$ cat config.mk
export PLATFORM = sky130hd
export DESIGN_NAME = stack_ckpt
export DESIGN_NICKNAME = d
export VERILOG_FILES = /design/src/rtl/stack_ckpt.sv
export SDC_FILE = /design/constraint.sdc
export NUM_CORES = 1
export LEC_CHECK = 0
export BUFFER_PORTS_ARGS = -buffer_cell sky130_fd_sc_hd__buf_4
export CAP_MARGIN = 30
export CORE_ASPECT_RATIO = 1.25
export CORE_MARGIN = 10
export CORE_UTILIZATION = 40
export DETAILED_ROUTE_END_ITERATION = 10
export HOLD_SLACK_MARGIN = 0.03
export PLACE_DENSITY = 0.62
export SLEW_MARGIN = 25
export SYNTH_ARGS = -nofsm -noshare
export SYNTH_HDL_FRONTEND = slang
export SYNTH_SLANG_ARGS = --single-unit
$ cat constraint.sdc
create_clock -name clk -period 16.1 [get_ports clk]
set_input_delay 2.415 -clock clk [delete_from_list [all_inputs] [get_ports clk]]
set_output_delay 2.415 -clock clk [all_outputs]
set_load 0.01 [all_outputs]
$ cat src/rtl/stack_ckpt.sv
// Multi-port LIFO with {top, count} checkpoints for speculative recovery (return-address stack).
// Build option: STACK_OVF_WRAP_EN selects circular overflow (push at full overwrites the oldest entry).
module stack_ckpt #(
  parameter int DATA  = 32,
  parameter int DEPTH = 16,
  parameter int PUSH  = 2,
  parameter int POP   = 2,
  parameter int CKPT  = 4,
  parameter int TAG   = $clog2(CKPT)
) (
  input  logic                 clk,
  input  logic                 reset_,
  input  logic                 flush_,
  input  logic [PUSH-1:0]      push_,
  input  logic [PUSH*DATA-1:0] wd,
  input  logic [POP-1:0]       pop_,
  output logic [POP*DATA-1:0]  rd,
  output logic [POP-1:0]       v,
  output logic                 busy,
  input  logic                 save_,
  output logic [TAG-1:0]       save_tag,
  input  logic                 restore_,
  input  logic [TAG-1:0]       restore_tag,
  input  logic                 release_,
  output logic                 ckpt_full
);
  localparam int PW = $clog2(DEPTH);
  localparam int CW = PW + 1;

  logic [DATA-1:0] mem [DEPTH];
  logic [PW-1:0]   top, top_pop, top_nxt;
  logic [CW-1:0]   count, count_nxt;
  logic [PW-1:0]   slot_top [CKPT];
  logic [CW-1:0]   slot_cnt [CKPT];
  logic [CKPT-1:0] slot_v, slot_v_nxt, inv_mask;
  logic [TAG-1:0]  alloc, oldest;
  logic [TAG:0]    inv_span;

  logic [CW-1:0]   npop, npush;
  logic [PW-1:0]   wr_addr [PUSH];
  logic [PUSH-1:0] wr_en;
  logic            lane_on, restore_hit, do_save, do_release;

  // top points at the next free slot, so entry top-i lives at mem[top-1-i]
  for (genvar gi = 0; gi < POP; gi++) begin : g_rd
    logic [PW-1:0] rd_addr;
    assign v[gi]   = (count > CW'(gi));
    assign rd_addr = top - PW'(gi + 1);
    assign rd[gi*DATA +: DATA] = v[gi] ? mem[rd_addr] : '0;
  end

`ifdef STACK_OVF_WRAP_EN
  assign busy = 1'b0;
`else
  assign busy = (CW'(DEPTH) - count) < CW'(PUSH);
`endif

  assign restore_hit = !restore_ && slot_v[restore_tag];
  assign ckpt_full   = slot_v[oldest] && (alloc == oldest);
  assign do_save     = !save_ && restore_ && !ckpt_full;
  assign save_tag    = alloc;

  always_comb begin
    npop = '0;
    for (int i = 0; i < POP; i++)
      if (!pop_[i] && v[i]) npop = npop + CW'(1);
    top_pop = top - PW'(npop);
    npush   = '0;
    lane_on = 1'b0;
    for (int k = 0; k < PUSH; k++) begin
      lane_on    = !push_[k] && !busy;
      wr_addr[k] = top_pop + PW'(npush);
      wr_en[k]   = lane_on && flush_ && !restore_hit;
      if (lane_on) npush = npush + CW'(1);
    end
    top_nxt   = top_pop + PW'(npush);
    count_nxt = count - npop + npush;
`ifdef STACK_OVF_WRAP_EN
    if (count_nxt > CW'(DEPTH)) count_nxt = CW'(DEPTH);
`endif
  end

  // a restore frees its slot and every younger one; span 0 only occurs when all slots are live
  always_comb begin
    inv_span = {1'b0, alloc - restore_tag};
    if (inv_span == '0) inv_span = (TAG+1)'(CKPT);
    for (int j = 0; j < CKPT; j++)
      inv_mask[j] = restore_hit && ({1'b0, TAG'(j) - restore_tag} < inv_span);
    do_release = !release_ && slot_v[oldest] && !inv_mask[oldest];
    slot_v_nxt = slot_v & ~inv_mask;
    if (do_save)    slot_v_nxt[alloc]  = 1'b1;
    if (do_release) slot_v_nxt[oldest] = 1'b0;
  end

  always_ff @(posedge clk or negedge reset_) begin
    if (!reset_) begin
      top    <= '0;
      count  <= '0;
      slot_v <= '0;
      alloc  <= '0;
      oldest <= '0;
    end else if (!flush_) begin
      top    <= '0;
      count  <= '0;
      slot_v <= '0;
      alloc  <= '0;
      oldest <= '0;
    end else begin
      if (restore_hit) begin
        top   <= slot_top[restore_tag];
        count <= slot_cnt[restore_tag];
        alloc <= restore_tag;
      end else begin
        top   <= top_nxt;
        count <= count_nxt;
        if (do_save) alloc <= alloc + TAG'(1);
      end
      slot_v <= slot_v_nxt;
      if (do_release) oldest <= oldest + TAG'(1);
    end
  end

  // storage is not reset; only the pointers and valid bits define what is visible
  always_ff @(posedge clk) begin
    for (int k = 0; k < PUSH; k++)
      if (wr_en[k]) mem[wr_addr[k]] <= wd[k*DATA +: DATA];
    if (do_save && flush_) begin
      slot_top[alloc] <= top_nxt;
      slot_cnt[alloc] <= count_nxt;
    end
  end

endmodule
==> results.toml, run 1 <==
[run_status]
status = "finished, final reports clean"

[synthesis]
synth_seq_cells = 565
syn_area_per_cell_um2 = 17.1
netlist_area_um2 = 34900
async_reset_ff_share_pct = 3.01
synth-edff-count = 548
syn_nets = 2153
ys_seq_area_share_pct = 48.3
yosys_warnings = 0
synth_cell_type_count = 63
synth_flop_cell = "edfxtp_1"
syn_inst = 2038

[floorplan]
start_util_pct = 40.2
die_w_um = 284
core_area_um2 = 86900
die_area_um2 = 99700
die_h_um = 350
fp-row-count = 121
io_pins = 146

[clock_network]
root_buffer = "clkbuf_16"
clk_latency_ns = 0.66
ctsResizeCount = 0
cts_setup_buffers = 0
hold_buffers = 0
numCtsBuffers = 61
cts_buffer_depth = 3
tritoncts = "done"
ctsHtreeMaxLevel = 2
cts.clk_slew.worst_paths_ns = 0.06
cts.sinks = 565

[sta]
tightest_slew_ns = 0.944
rsz0062_at_grt = "no"
setup_tns_ns = 0
slew_violations = 0
clock.fmax_ghz = 0.124
fin_hold_ws_ns = 0.614
fin_worst_skew_ns = 0.0235
fin_crit_ns = 8.03
timing.final.crit_share_pct = 49.9
hold_viol = 0
relSlewSlack_pct = 36.6
setup_viol = 0

[setup_path]
cp.required_ns = 13.69
cp_slowest_stage_delay_ns = 1.02
cp-end-kind = "output port"
crit_path_start_kind = "register"
crit_arrival_ns = 5.62
crit_chain = "inv_1 > ha_4 > buf_4 > buf_4 > mux4_2 > nor2b_1 > a211oi_1 > a211oi_1 > buf_4"
worst_path_max_delay_cell = "dfrtp_4"
crit_type = "reg2out"
path_max_fanout = 54
cp_top_family = "buffers and inverters"
crit_path_frequent_cell = "buf_4"
critPathBufInv = 4

[final_layout]
post-route-util_pct = 44.8
nets = 2190
diodes = 0
fillers = 7598
drive_gt1_share_pct = 53.7
area_growth_pct = 11.3
finalNonFillerCells = 3294
seq_area_um2 = 16900
multi_input_area_um2 = 16900

[pwr]
vdd_drop_max_mv = 0.127
switching_power_mw = 3.12
powerDensity_nw_per_um2 = 205
leakage_nw = 13.0
power_mw = 7.98
internal_power_mw = 4.85
swShare_pct = 39.2
power_frac_seq_pct = 28.4
power_frac_clock_pct = 18.3
combPwrFrac_pct = 53.3

[global_routing]
track_usage_pct = 20.1
grt_pass1_vias = 21400
antenna_found_initial = 2
grt_max_degree = 65
grt_pass1_wl_um = 151000
grt_overflow = 0

[routing]
vias = 20100
ant_nets = 0
drt_pre_antenna_iters = 5
routedWlPerCell_um = 30.8
drt_iter0_drc = 1755
drt-total-wl_um = 101000
vias_per_cell = 6.10
route.detailed.drc = 0

[flow_run]
drv_cap = 0

[placed_design]
io_buffers = 145
routabilityCongestion = 0.839
dp_hpwl_um = 64100
dp_cells = 3180

[worst_hold_path]
min_path_type = "reg2reg"
stage by stage:
step | instance area, µm² | setup WS [ns]
after detailed placement | 36800 | 8.56
after floorplan | 34900 | 9.73
after global routing | 38900 | 7.54
after global placement | 36700 | 8.61
after CTS | 38900 | 7.88
final | 38900 | 8.07
cells in the final DEF, fill, tap and decap left out, types with 13 or more instances in the layout:
cell type	Yosys	final
a211oi_1	68	68
a21oi_1	14	14
buf_4	12	183
clkbuf_16	0	62
clkinv_2	0	13
dfrtp_1	17	15
edfxtp_1	548	548
ha_1	35	32
inv_1	40	40
mux2_2	264	264
mux2_4	243	243
mux2i_1	36	36
mux4_2	296	296
nand2_1	15	15
nor2_1	23	23
nor2b_1	71	71
nor3_4	16	16
synth_stat cells, types with 3 or more instances:
| cell | count | area [µm²] |
|---|---|---|
| o211ai_1 | 4 | 30.0 |
| inv_1 | 40 | 150 |
| or2_2 | 3 | 18.8 |
| clkbuf_1 | 123 | 462 |
| mux2i_1 | 36 | 360 |
| nand3_1 | 11 | 55.1 |
| o22ai_1 | 5 | 31.3 |
| edfxtp_1 | 548 | 16500 |
| mux4_2 | 296 | 6670 |
| fa_1 | 4 | 80.1 |
| ha_1 | 35 | 438 |
| nand2_1 | 15 | 56.3 |
| o21ai_0 | 7 | 35.0 |
| a41o_1 | 3 | 30.0 |
| mux2_2 | 264 | 2970 |
| nor4_1 | 3 | 18.8 |
| a31o_2 | 8 | 70.1 |
| buf_4 | 12 | 90.1 |
| nand2b_1 | 6 | 37.5 |
| mux2_4 | 243 | 3650 |
| and2_1 | 4 | 25.0 |
| nor2b_1 | 71 | 444 |
| buf_2 | 25 | 125 |
| a21o_1 | 7 | 52.6 |
| buf_1 | 17 | 63.8 |
| xor2_1 | 8 | 70.1 |
| a22oi_1 | 5 | 37.5 |
| a211oi_1 | 68 | 510 |
| dfrtp_1 | 17 | 425 |
| nor3_4 | 16 | 260 |
| nor3_1 | 8 | 40.0 |
| xnor2_1 | 8 | 70.1 |
| mux2_1 | 7 | 78.8 |
| a21oi_1 | 14 | 70.1 |
| nor2_1 | 23 | 86.3 |
| buf_6 | 37 | 417 |
worst reg2reg max path, cell delays in order (launching register included):
cell and delay (ns):
dfrtp_1 0.45, inv_1 0.12, ha_1 0.22, and3_1 0.16, a41o_2 0.24, nor2_1 0.10, ha_1 0.22, ha_1 0.21
inv_1 0.07, fa_1 0.97, ha_1 0.51, xnor3_1 0.41, nand2_1 0.28, nor3_4 0.19, buf_4 0.59, a31o_2 0.63
buf_4 0.50
flip-flops by register name, summed over array words and instances (netlist names):
register	count
count	5
mem	512
slot_cnt	20
oldest	2
slot_top	16
save_tag	2
top	4
slot_v	4
final timing paths:
| path | from | endpoint | slack, ns | cells past startpoint |
|---|---|---|---|---|
| setup / recovery | top[0]$_DFF_PN0_ | rd[23] | 8.07 | 9 |
| hold / removal | slot_v[1]$_DFF_PN0_ | slot_v[1]$_DFF_PN0_ | 0.61 | 2 |
| setup reg to reg | count[2]$_DFF_PN0_ | mem[0][27]$_DFFE_PP_ | 9.86 | 16 |
| hold reg to reg | slot_v[1]$_DFF_PN0_ | slot_v[1]$_DFF_PN0_ | 0.61 | 2 |
| max in group asynchronous | reset_ | top[1]$_DFF_PN0_ | 14.23 | 1 |
| min in group asynchronous | reset_ | oldest[1]$_DFFE_PN0P_ | 1.63 | 1 |
layout make-up:
cell class,count,area share [%]
Timing Repair Buffer,188,3.80
Sequential cell,565,43.4
Clock inverter,41,1.08
Multi-Input combinational cell,1218,43.4
Clock buffer,73,4.17
Inverter,41,0.396
Tap cell,1168,3.76
power by group through the flow:
stage	Clock, mW	Combinational, mW	Sequential [mW]
after global routing	1.54	4.55	2.30
after floorplan	0	2.91	2.17
after global placement	0	4.23	2.29
after detailed placement	0	4.31	2.30
final	1.46	4.25	2.27
after CTS	1.48	4.33	2.27
cells by family after synthesis:
kind of cell / share of synthesized area (%)
mux: 39.4
xor+xnor: 0.530
flops: 48.3
simple gates: 3.52
buf+inv: 3.75
compound gates: 3.05
fa+ha+maj: 1.48
metal layers:
layer | track usage, % | vias to the layer above | wire length [µm]
met4 | 7.69 | 4 | 4070
met2 | 36.3 | 740 | 53500
met1 | 23.9 | 10800 | 38300
met5 | 0 | - | 32
met3 | 3.15 | 201 | 5460
li1 | - | 8378 | -
No activity file was read; power rests on OpenSTA's default activity.
==> run 2, diff against run 1 <==
==> constraint.sdc (replaced) <==
create_clock -name clk -period 8.1 [get_ports clk]
set_input_delay 1.215 -clock clk [delete_from_list [all_inputs] [get_ports clk]]
set_output_delay 1.215 -clock clk [all_outputs]
set_load 0.01 [all_outputs]
==> run 2 against run 1 <==
First-iteration DRC count down 1.9%. Sequential power up 96%. Critical endpoint is now mem[12][10]$_DFFE_PP_. Critical path type is now reg2reg. Sequential share of layout area down 0.21 points. Setup slack worse by 6.3 ns. Sequential cell count unchanged. Utilization up 0.22 points. Routed wire length down 2.0%. Hold slack worse by 0.18 ns. Count of clock-buffer cells in the layout down 6. Critical path depth up 7. Register-to-register slack worse by 8.1 ns. Clock skew down 0.012 ns.
==> results.toml, run 2 (synthesized netlist as in run 1, its figures left out) <==
[global_routing]
grt_overflow = 0
track_usage_pct = 19.6
antenna_found_initial = 3
grt_pass1_wl_um = 147000
grt_pass1_vias = 21400
grt_max_degree = 60

[placed_design]
io_buffers = 145
dp_hpwl_um = 61600
routabilityCongestion = 0.796
dp_cells = 3189

[clock_network]
hold_buffers = 0
cts.sinks = 565
clk_latency_ns = 0.65
root_buffer = "clkbuf_16"
cts.clk_slew.worst_paths_ns = 0.06
numCtsBuffers = 58
tritoncts = "done"
ctsResizeCount = 0
cts_setup_buffers = 0
ctsHtreeMaxLevel = 2
cts_buffer_depth = 3

[floorplan]
start_util_pct = 40.2
core_area_um2 = 86900
io_pins = 146
die_h_um = 350
fp-row-count = 121
die_area_um2 = 99700
die_w_um = 284

[pwr]
power_frac_seq_pct = 27.7
vdd_drop_max_mv = 0.528
internal_power_mw = 9.80
powerDensity_nw_per_um2 = 411
switching_power_mw = 6.27
power_frac_clock_pct = 18.3
swShare_pct = 39.0
combPwrFrac_pct = 53.9
leakage_nw = 13.1

[setup_path]
worst_path_max_delay_cell = "fa_1"
crit_path_start_kind = "register"
cp_slowest_stage_delay_ns = 0.97
path_max_fanout = 19
crit_arrival_ns = 6.61
r2r_start = "count[2]$_DFF_PN0_"
cp-end-kind = "register"
crit_type = "reg2reg"
crit_path_frequent_cell = "ha_1"
r2r_setup_slack_ns = 1.78
reg2regPathDepth = 16
r2r_end = "mem[12][10]$_DFFE_PP_"
cp.required_ns = 8.39
crit_chain = "inv_1 > ha_1 > and3_1 > a41o_2 > buf_16 > nor2_1 > ha_1 > ha_1 > inv_1 > fa_1 > ha_1 > xnor3_1 > a211o_1 > nor3_4 > a21o_2 > buf_4"

[sta]
clock.fmax_ghz = 0.158
tightest_slew_ns = 1.01
setup_viol = 0
fin_crit_ns = 6.32
slew_violations = 0
fin_worst_skew_ns = 0.0118
rsz0062_at_grt = "no"
timing.final.crit_share_pct = 78.0
relSlewSlack_pct = 32.4
setup_tns_ns = 0
fin_hold_ws_ns = 0.434
hold_viol = 0

[routing]
vias_per_cell = 6.03
drt-total-wl_um = 99400
drt_iter0_drc = 1721
route.detailed.drc = 0
ant_nets = 0
drt_pre_antenna_iters = 5
vias = 19900
routedWlPerCell_um = 30.1

[run_status]
status = "finished, final reports clean"

[final_layout]
most-common-layout-cells = "548 x edfxtp_1, 296 x mux4_2, 264 x mux2_2"
finalNonFillerCells = 3305
drive_gt1_share_pct = 53.7
layout_commonest_cell = "edfxtp_1"
area_growth_pct = 11.8
nets = 2199
fillers = 7569
largest_reg_flops = 512

[worst_hold_path]
min_path_type = "in2async"

[flow_run]
drv_cap = 0
run 2: critical path, delay by kind of cell (launching register included):
| kind | cells | cell delay [ns] |
|---|---|---|
| adders and majority gates | 5 | 2.12 |
| buffers and inverters | 4 | 0.97 |
| and+or+nand+nor | 3 | 0.46 |
| DFF | 1 | 0.44 |
| AOI/OAI and AO/OA | 3 | 1.46 |
| xor gates and xnor gates | 1 | 0.47 |
run 2: stage by stage:
step	util (%)	power, mW	instance area (µm²)	setup WS (ns)
6_report	45.0	16.1	39100	1.78
2_1_floorplan	-	10.1	34900	2.69
4_1_cts	44.9	16.2	39000	1.66
5_1_grt	45.0	16.8	39100	1.52
3_3_place_gp	42.3	13.0	36800	1.88
3_5_place_dp	42.5	13.2	36900	1.70
run 2: cell type report:
cell class / instances / area (µm²) / area share [%]
clock inverter: 43 / 559 / 1.43
timing repair buffer: 200 / 1640 / 4.20
tap: 1168 / 1460 / 3.74
antenna: 3 / 7.51 / 0.0192
inverter: 41 / 154 / 0.394
clock buffer: 67 / 1510 / 3.85
sequential: 565 / 16900 / 43.2
multi-input combinational: 1218 / 16900 / 43.2
run 2: power by group through the flow:
stage / logic [mW] / registers (mW) / clock network [mW]
finish: 8.67 / 4.46 / 2.94
global route: 9.21 / 4.52 / 3.10
CTS: 8.76 / 4.46 / 2.99
detailed placement: 8.73 / 4.52 / 0
global placement: 8.56 / 4.48 / 0
floorplan: 5.79 / 4.31 / 0
run 2: how the worst max path moves through the flow:
stage                                       end          startpoint  cells past startpoint  slack [ns]
after floorplan             mem[6][0]$_DFFE_PP_  count[1]$_DFF_PN0_                     18        2.69
after global placement     mem[12][9]$_DFFE_PP_  count[2]$_DFF_PN0_                     15        1.88
after detailed placement  mem[12][10]$_DFFE_PP_  count[2]$_DFF_PN0_                     15        1.70
after CTS                 mem[12][15]$_DFFE_PP_  count[2]$_DFF_PN0_                     15        1.66
after global routing      mem[12][31]$_DFFE_PP_  count[2]$_DFF_PN0_                     16        1.52
final                     mem[12][10]$_DFFE_PP_  count[2]$_DFF_PN0_                     16        1.78
run 2: metal layers:
metal | wire length [µm] | GRT usage (%)
met4 | 2940 | 6.17
met5 | 0 | 0
met1 | 38300 | 23.5
met2 | 53200 | 36.0
met3 | 5040 | 2.75
